`src/rtl/uart_tx_arbiter.sv`:
```
// rtl/uart_tx_arbiter.sv - packet-granular round-robin arbiter in front of the UART TX FIFO
//
// Shares one UART TX FIFO write port between N_REQ byte-stream requesters.
// A requester owns the grant from its first byte until the byte flagged
// last, so packets never interleave. Arbitration is round-robin starting
// from the requester after the previous owner.
//
// Optional feature macro: UART_TX_ARB_WATCHDOG_EN
//   When defined, a stall watchdog revokes the grant after TIMEOUT_CYCLES
//   consecutive active cycles with the grantee's valid low.
//
// Ports:
//   CLK_I        in   clock, rising edge
//   RST_I        in   synchronous active-high reset
//   REQ_VALID_I  in   [N_REQ]    per-requester byte valid
//   REQ_DATA_I   in   [8*N_REQ]  per-requester byte, requester i at [8i+7:8i]
//   REQ_LAST_I   in   [N_REQ]    per-requester last-byte flag
//   REQ_READY_O  out  [N_REQ]    per-requester byte accepted when valid
//   WE_O         out  write strobe to the TX FIFO
//   DSEND_O      out  [8] byte to the TX FIFO
//   TX_READY_I   in   TX FIFO not full
//   GRANT_O      out  [N_REQ]    one-hot grant, zero when idle
//   BUSY_O       out  packet in progress
//   TIMEOUT_O    out  one-cycle pulse when the watchdog revokes a grant

module uart_tx_arbiter #(
  parameter int N_REQ          = 2,
  parameter int TIMEOUT_CYCLES = 1024
) (
  input  logic                 CLK_I,
  input  logic                 RST_I,
  input  logic [N_REQ-1:0]     REQ_VALID_I,
  input  logic [8*N_REQ-1:0]   REQ_DATA_I,
  input  logic [N_REQ-1:0]     REQ_LAST_I,
  output logic [N_REQ-1:0]     REQ_READY_O,
  output logic                 WE_O,
  output logic [7:0]           DSEND_O,
  input  logic                 TX_READY_I,
  output logic [N_REQ-1:0]     GRANT_O,
  output logic                 BUSY_O,
  output logic                 TIMEOUT_O
);

  localparam int PW = $clog2(N_REQ);

  if (N_REQ < 2 || N_REQ > 8 || TIMEOUT_CYCLES < 1) begin : g_param_check
    $error("uart_tx_arbiter: N_REQ must be 2..8 and TIMEOUT_CYCLES >= 1");
  end

  typedef enum logic {
    ST_IDLE,
    ST_ACTIVE
  } state_t;

  state_t           r_state;
  state_t           w_state_nxt;
  logic [PW-1:0]    r_ptr;
  logic [PW-1:0]    w_ptr_nxt;
  logic [PW-1:0]    r_gnt;
  logic [PW-1:0]    w_gnt_nxt;
  logic [PW-1:0]    w_ptr_inc;

  logic [PW-1:0]    w_sel;
  logic [PW-1:0]    w_sel_hi;
  logic [PW-1:0]    w_sel_lo;
  logic             w_found_hi;

  logic             w_active;
  logic             w_valid_g;
  logic             w_last_g;
  logic [7:0]       w_byte;
  logic [N_REQ-1:0] w_gnt_onehot;
  logic             w_xfer;
  logic             w_timeout_hit;

  assign w_active = (r_state == ST_ACTIVE);

  // Round-robin pick: the lowest valid index at or above r_ptr wins; if
  // there is none, wrap around and take the lowest valid index overall.
  // Scanning downward lets the last hit be the lowest index.
  always_comb begin
    w_sel_hi   = '0;
    w_sel_lo   = '0;
    w_found_hi = 1'b0;
    for (int i = N_REQ - 1; i >= 0; i--) begin
      if (REQ_VALID_I[i]) begin
        w_sel_lo = PW'(i);
        if (PW'(i) >= r_ptr) begin
          w_sel_hi   = PW'(i);
          w_found_hi = 1'b1;
        end
      end
    end
    w_sel = w_found_hi ? w_sel_hi : w_sel_lo;
  end

  // Mux out the granted requester's signals.
  always_comb begin
    w_valid_g    = 1'b0;
    w_last_g     = 1'b0;
    w_byte       = 8'h00;
    w_gnt_onehot = '0;
    for (int i = 0; i < N_REQ; i++) begin
      if (r_gnt == PW'(i)) begin
        w_valid_g       = REQ_VALID_I[i];
        w_last_g        = REQ_LAST_I[i];
        w_byte          = REQ_DATA_I[8*i +: 8];
        w_gnt_onehot[i] = 1'b1;
      end
    end
  end

  assign w_ptr_inc = (r_gnt == PW'(N_REQ - 1)) ? '0 : r_gnt + PW'(1);

  // Transfer is purely combinational so a full FIFO is never written.
  assign w_xfer      = w_active & w_valid_g & TX_READY_I;
  assign WE_O        = w_xfer;
  assign DSEND_O     = w_xfer ? w_byte : 8'h00;
  assign GRANT_O     = w_active ? w_gnt_onehot : '0;
  assign REQ_READY_O = (w_active && TX_READY_I) ? w_gnt_onehot : '0;
  assign BUSY_O      = w_active;

`ifdef UART_TX_ARB_WATCHDOG_EN
  localparam int CW = $clog2(TIMEOUT_CYCLES + 1);

  logic [CW-1:0] r_wd_cnt;
  logic          r_timeout;

  // Fires on the stall cycle that brings the count up to TIMEOUT_CYCLES,
  // so the grant drops at that edge and the pulse lines up with IDLE.
  assign w_timeout_hit = w_active && !w_valid_g &&
                         (r_wd_cnt == CW'(TIMEOUT_CYCLES - 1));

  always_ff @(posedge CLK_I) begin
    if (RST_I) begin
      r_wd_cnt  <= '0;
      r_timeout <= 1'b0;
    end else begin
      r_timeout <= w_timeout_hit;
      if (w_active && !w_valid_g && !w_timeout_hit) begin
        r_wd_cnt <= r_wd_cnt + CW'(1);
      end else begin
        r_wd_cnt <= '0;
      end
    end
  end

  assign TIMEOUT_O = r_timeout;
`else
  assign w_timeout_hit = 1'b0;
  assign TIMEOUT_O     = 1'b0;
`endif

  always_comb begin
    w_state_nxt = r_state;
    w_gnt_nxt   = r_gnt;
    w_ptr_nxt   = r_ptr;
    case (r_state)
      ST_IDLE: begin
        if (|REQ_VALID_I) begin
          w_state_nxt = ST_ACTIVE;
          w_gnt_nxt   = w_sel;
        end
      end
      ST_ACTIVE: begin
        if ((w_xfer && w_last_g) || w_timeout_hit) begin
          w_state_nxt = ST_IDLE;
          w_ptr_nxt   = w_ptr_inc;
        end
      end
      default: begin
        w_state_nxt = ST_IDLE;
      end
    endcase
  end

  always_ff @(posedge CLK_I) begin
    if (RST_I) begin
      r_state <= ST_IDLE;
      r_ptr   <= '0;
      r_gnt   <= '0;
    end else begin
      r_state <= w_state_nxt;
      r_ptr   <= w_ptr_nxt;
      r_gnt   <= w_gnt_nxt;
    end
  end

endmodule

```
`config.mk`:
```
export PLATFORM = sky130hd
export DESIGN_NAME = uart_tx_arbiter
export DESIGN_NICKNAME = d
export VERILOG_FILES = /design/src/rtl/uart_tx_arbiter.sv
export SDC_FILE = /design/constraint.sdc
export NUM_CORES = 1
export LEC_CHECK = 0
export ABC_AREA = 1
export CAP_MARGIN = 40
export CORE_AREA = 2 2 39 41
export CTS_BUF_LIST = sky130_fd_sc_hd__clkbuf_8
export CTS_CLUSTER_SIZE = 28
export DETAILED_ROUTE_END_ITERATION = 6
export DIE_AREA = 0 0 41 43
export PLACE_DENSITY = 0.75
export SYNTH_ARGS = -nofsm -noshare
export SYNTH_HDL_FRONTEND = slang
export SYNTH_SLANG_ARGS = --single-unit
export TNS_END_PERCENT = 30
```
`constraint.sdc`:
```
create_clock -name CLK_I -period 1.1 [get_ports CLK_I]
set_input_delay 0.11 -clock CLK_I [delete_from_list [all_inputs] [get_ports CLK_I]]
set_output_delay 0.11 -clock CLK_I [all_outputs]
set_load 0.01 [all_outputs]
```
* Word level (Yosys, flattened, before mapping) *
Cells that the tools add are included.

storage, ports and cells
  bits in registers = 3
  output and inout bits = 15
  logic and storage cells = 35

operators by class
  $add $sub $neg = 1
  order comparisons = 2
  mux-type cells = 21
  bitwise gates (word level) = 3
  reductions and logical operators = 5

operators with widths
  kind                   number
  $mux W1                16
  $mux W8                2
  $mux W2                2
  $reduce_and A2 Y1      2
  $and A1 B1 Y1          2
  $ge A1 B1 Y1 const A   2
  $logic_and A1 B1 Y1    2
  $pmux W1 S2            1
  $reduce_or A2 Y1       1
  $add A1 B1 Y1 const B  1
  $not A1 Y1             1

* Longest topological paths before layout *
Gate-level depths: netlist (run 1).

  word-level depth = 6
  mapped depth = 7
  mapped depth without buffers = 7

* Worst setup path before layout (run 1) *
Ideal clock, no wire load.

  path kind = reg2out
  from = register r_state (netlist: BUSY_O)
  to = output port DSEND_O[0]
  arrival time = 0.952 ns
  setup slack = 0.038 ns
  cell stages (with the launch flop) = 5
  path buffers = 0
  cells stage by stage = dfxtp_1 -> nand3_1 -> nand2_2 -> nand2_2 -> a21oi_1

between the ends
  word-level cells in the longest chain between the ends = 3

ends and longest elaborated chain
  element                      RTL line  source
  start: declaration           55        state_t r_state;
  start signal: assignment     183       r_state <= w_state_nxt;
  $and A1 B1 Y1 (2 in series)  116       assign w_xfer = w_active & w_valid_g & TX_READY_I;
  $mux W8                      118       assign DSEND_O = w_xfer ? w_byte : 8'h00;
  end: declaration             37        output logic [7:0] DSEND_O,

No other way between the ends.

* Worst setup path in the final report (run 1) *
  from = register r_gnt
  to = output port DSEND_O[3]

between the ends
  word-level cells in the longest chain between the ends = 4
  elaborated cells between the ends (all ways) = 5
  classes of those cells = mux (3); bitwise (2)

ends and longest elaborated chain
  element                      RTL line  source
  start: declaration           59        logic [PW-1:0] r_gnt;
  start signal: assignment     185       r_gnt <= w_gnt_nxt;
  $mux W1                      104       if (r_gnt == PW'(i)) begin
  $and A1 B1 Y1 (2 in series)  116
  $mux W8 (*)                  118

Mark *: on every way between the ends. The rest lies on a longest branch, timed or not.

==> impl_metrics.ini, run 1 <==
[outcome]
status = complete, but fails checks
violations = setup timing

[synthesis]
yosys-top-cells-area = nand2_1, dfxtp_1, a21oi_1
yosysTopAreaCell = nand2_1
synth.top_cell.area_share_pct = 29.3
synth-seq-area-share_pct = 18.0
yosys_warnings = 0
synth_cell_type_count = 13
netlist_area_sq_um = 333
syn_nets = 88
syn_avg_cell_area_sq_um = 5.12
ys_seq_elements = 3
syn_inst = 65

[timing]
maxSlewViolCount = 0
skew_ns = 0.00697
min_period_ns = 1.25
hold_viol_final = 0
setup_viol = 14
rsz0062_at_grt = yes
whs_ns = 0.422
period_share_pct = 114
max_freq_mhz = 799
setup_slack_ns = -0.152

[layout]
fillCellCount = 141
regArea_sq_um = 65.1
drive_gt1_share_pct = 41.4
final_cells = 132
diodes = 0
nets = 140
syn_to_final_growth_pct = 155
multi_input_area_sq_um = 282

[drt]
ant_nets = 0
drt_iter0_drc = 6
wl_mm = 1.48
viasPerCell = 4.44
firstDrtPassIters = 4
wl_per_cell_um = 11.2
vias = 586
drcViolationCount = 0

[place]
globalplace.congestion = 0.739
dp_hpwl_mm = 1.06
port_buffers = 36
place_inst = 125

[power]
leakage_uw = 0.000458
ir_drop_mv = 1.10
p_per_area_mw_per_mm2 = 852
power_uw = 723

[worst_setup_path]
cp-end-kind = output pin
worst-setup-path-type = flip-flop to output pin
arrival_ns = 1.14
crit_required_ns = 0.99
cp_max_fo = 5
cp-start-kind = flip-flop

[floorplanning]
die_x_um = 41
initial_core_util_pct = 24.1
ios = 38
core_area_sq_mm = 0.00138
die_h_um = 43
rows = 14
die_area_sq_mm = 0.00176

[grt]
grt_max_degree = 10
track_usage_pct = 18.2
grt_first_pass_wirelength_mm = 2.12
grt_pass1_vias = 517
grt-ovfl-total = 0
antenna_found_initial = 0

[clock_network]
clk_latency_ns = 0.22
clock_sinks = 3
clockBufferDepth = 2
htree_num_levels = 1
cts_buffers = 3
cts_tree = built
holdBufCountCts = 0
clockRootBuffer = clkbuf_8
clkSlewWorstSetupHoldPaths_ns = 0.04

[flow_run]
max_cap_violations = 0

[worst_hold_path]
hp-class = input port to flip-flop
-- what timing repair did --
action	4_1_cts	5_1_grt
pin swaps	1	4
endpoints found under the setup margin	14	15
gates resized for setup	61	14
gates cloned	0	1
buffers inserted	0	2
-- kinds of logic after synthesis --
| logic type | count (synthesis) | share of synthesized area [%] |
|---|---|---|
| simple gates | 39 | 51.1 |
| other cells | 1 | 1.13 |
| flops | 3 | 18.0 |
| buf+inv | 13 | 16.2 |
| compound gates | 9 | 13.5 |
-- Yosys cell counts --
| cell | count |
|---|---|
| nand4_1 | 1 |
| nand2_1 | 26 |
| buf_4 | 1 |
| inv_1 | 10 |
| a21oi_1 | 9 |
| dfxtp_1 | 3 |
| buf_2 | 1 |
| nand3_2 | 2 |
| nor2_1 | 5 |
| inv_2 | 1 |
| nand2_2 | 2 |
| conb_1 | 1 |
| nand3_1 | 3 |
-- per-stage QoR --
stage               area (sq um)  utilization [%]  setup WS, ns  setup TNS [ns]
floorplan                    333                -        0.0378               0
CTS                          790             57.1        -0.151           -1.61
detailed placement           776             56.1        -0.656           -7.42
global route                 848             61.3        -0.196           -2.19
finish                       848             61.3        -0.152           -1.52
global placement             776             56.1        -0.646           -7.06
-- registers in the layout, indices dropped and copies added, names as in the netlist --
| signal | count |
|---|---|
| r_ptr | 1 |
| r_gnt | 1 |
| BUSY_O | 1 |
-- path summary, 6_finish.rpt --
kind                        from          to  slack, ns  cells after the start
setup / recovery           r_gnt  DSEND_O[3]      -0.15                      6
hold / removal    REQ_VALID_I[1]       r_gnt       0.42                      5
setup reg to reg           r_gnt       r_ptr      -0.01                      9
hold reg to reg            r_ptr       r_ptr       0.53                      4
-- critical path: stages (launching register included) --
cell and delay (ns):
dfxtp_2 0.34, inv_2 0.06, nand3_2 0.07, nand2_4 0.10
nand2_4 0.08, a21oi_2 0.12, buf_2 0.14
-- cell usage in the layout (no fill, tap or decap) --
cell,instances
clkdlybuf4s50_1,19
nor2_4,1
dfxtp_4,1
nand4_1,1
clkbuf_8,3
a21oi_2,7
inv_1,9
buf_2,11
dfxtp_2,1
nor2_1,4
inv_4,1
inv_2,2
dlygate4sd2_1,4
nand2_1,25
nand2_4,3
nand3_1,2
buf_6,1
nand3_2,3
conb_1,1
a21oi_1,2
dfxtp_1,1
buf_4,12
clkdlybuf4s15_2,1
nand2_2,1
-- final cells by class --
| cell class | instances | share of cell area [%] |
|---|---|---|
| Multi-Input combinational cell | 50 | 33.2 |
| Inverter | 11 | 5.16 |
| Sequential cell | 3 | 7.67 |
| Timing Repair Buffer | 48 | 46.3 |
| Tap cell | 16 | 2.36 |
| Clock buffer | 3 | 4.87 |
| Clock inverter | 1 | 0.442 |
-- layer usage --
layer  part of all wire [%]  wire length, um  vias up  global-route usage [%]
met1                     33              489      264                    17.0
met5                      0                0        -                       0
li1                       -                -      299                       -
met2                     58              860       19                    32.2
met4                    2.3               34        0                    12.0
met3                    6.1               90        4                    3.66
-- power breakdown --
part,total [uW],leakage (uW),switching [uW],internal [uW]
logic,274,0.000405,120,154
clock network,324,0.0000269,85.8,239
registers,124,0.0000256,7.85,117
No activity file was read; power rests on OpenSTA's default activity.
==> run 2: changes to the inputs <==
Settings changed: CAP_MARGIN 40 to 20.
==> results of run 2 <==
Final layout, timing and power as in run 1 (identical DEF).
==> run 3: changes to the inputs <==
Settings changed: CAP_MARGIN 20 to 5.
==> results of run 3 <==
Final layout, timing and power as in run 1 (identical DEF).
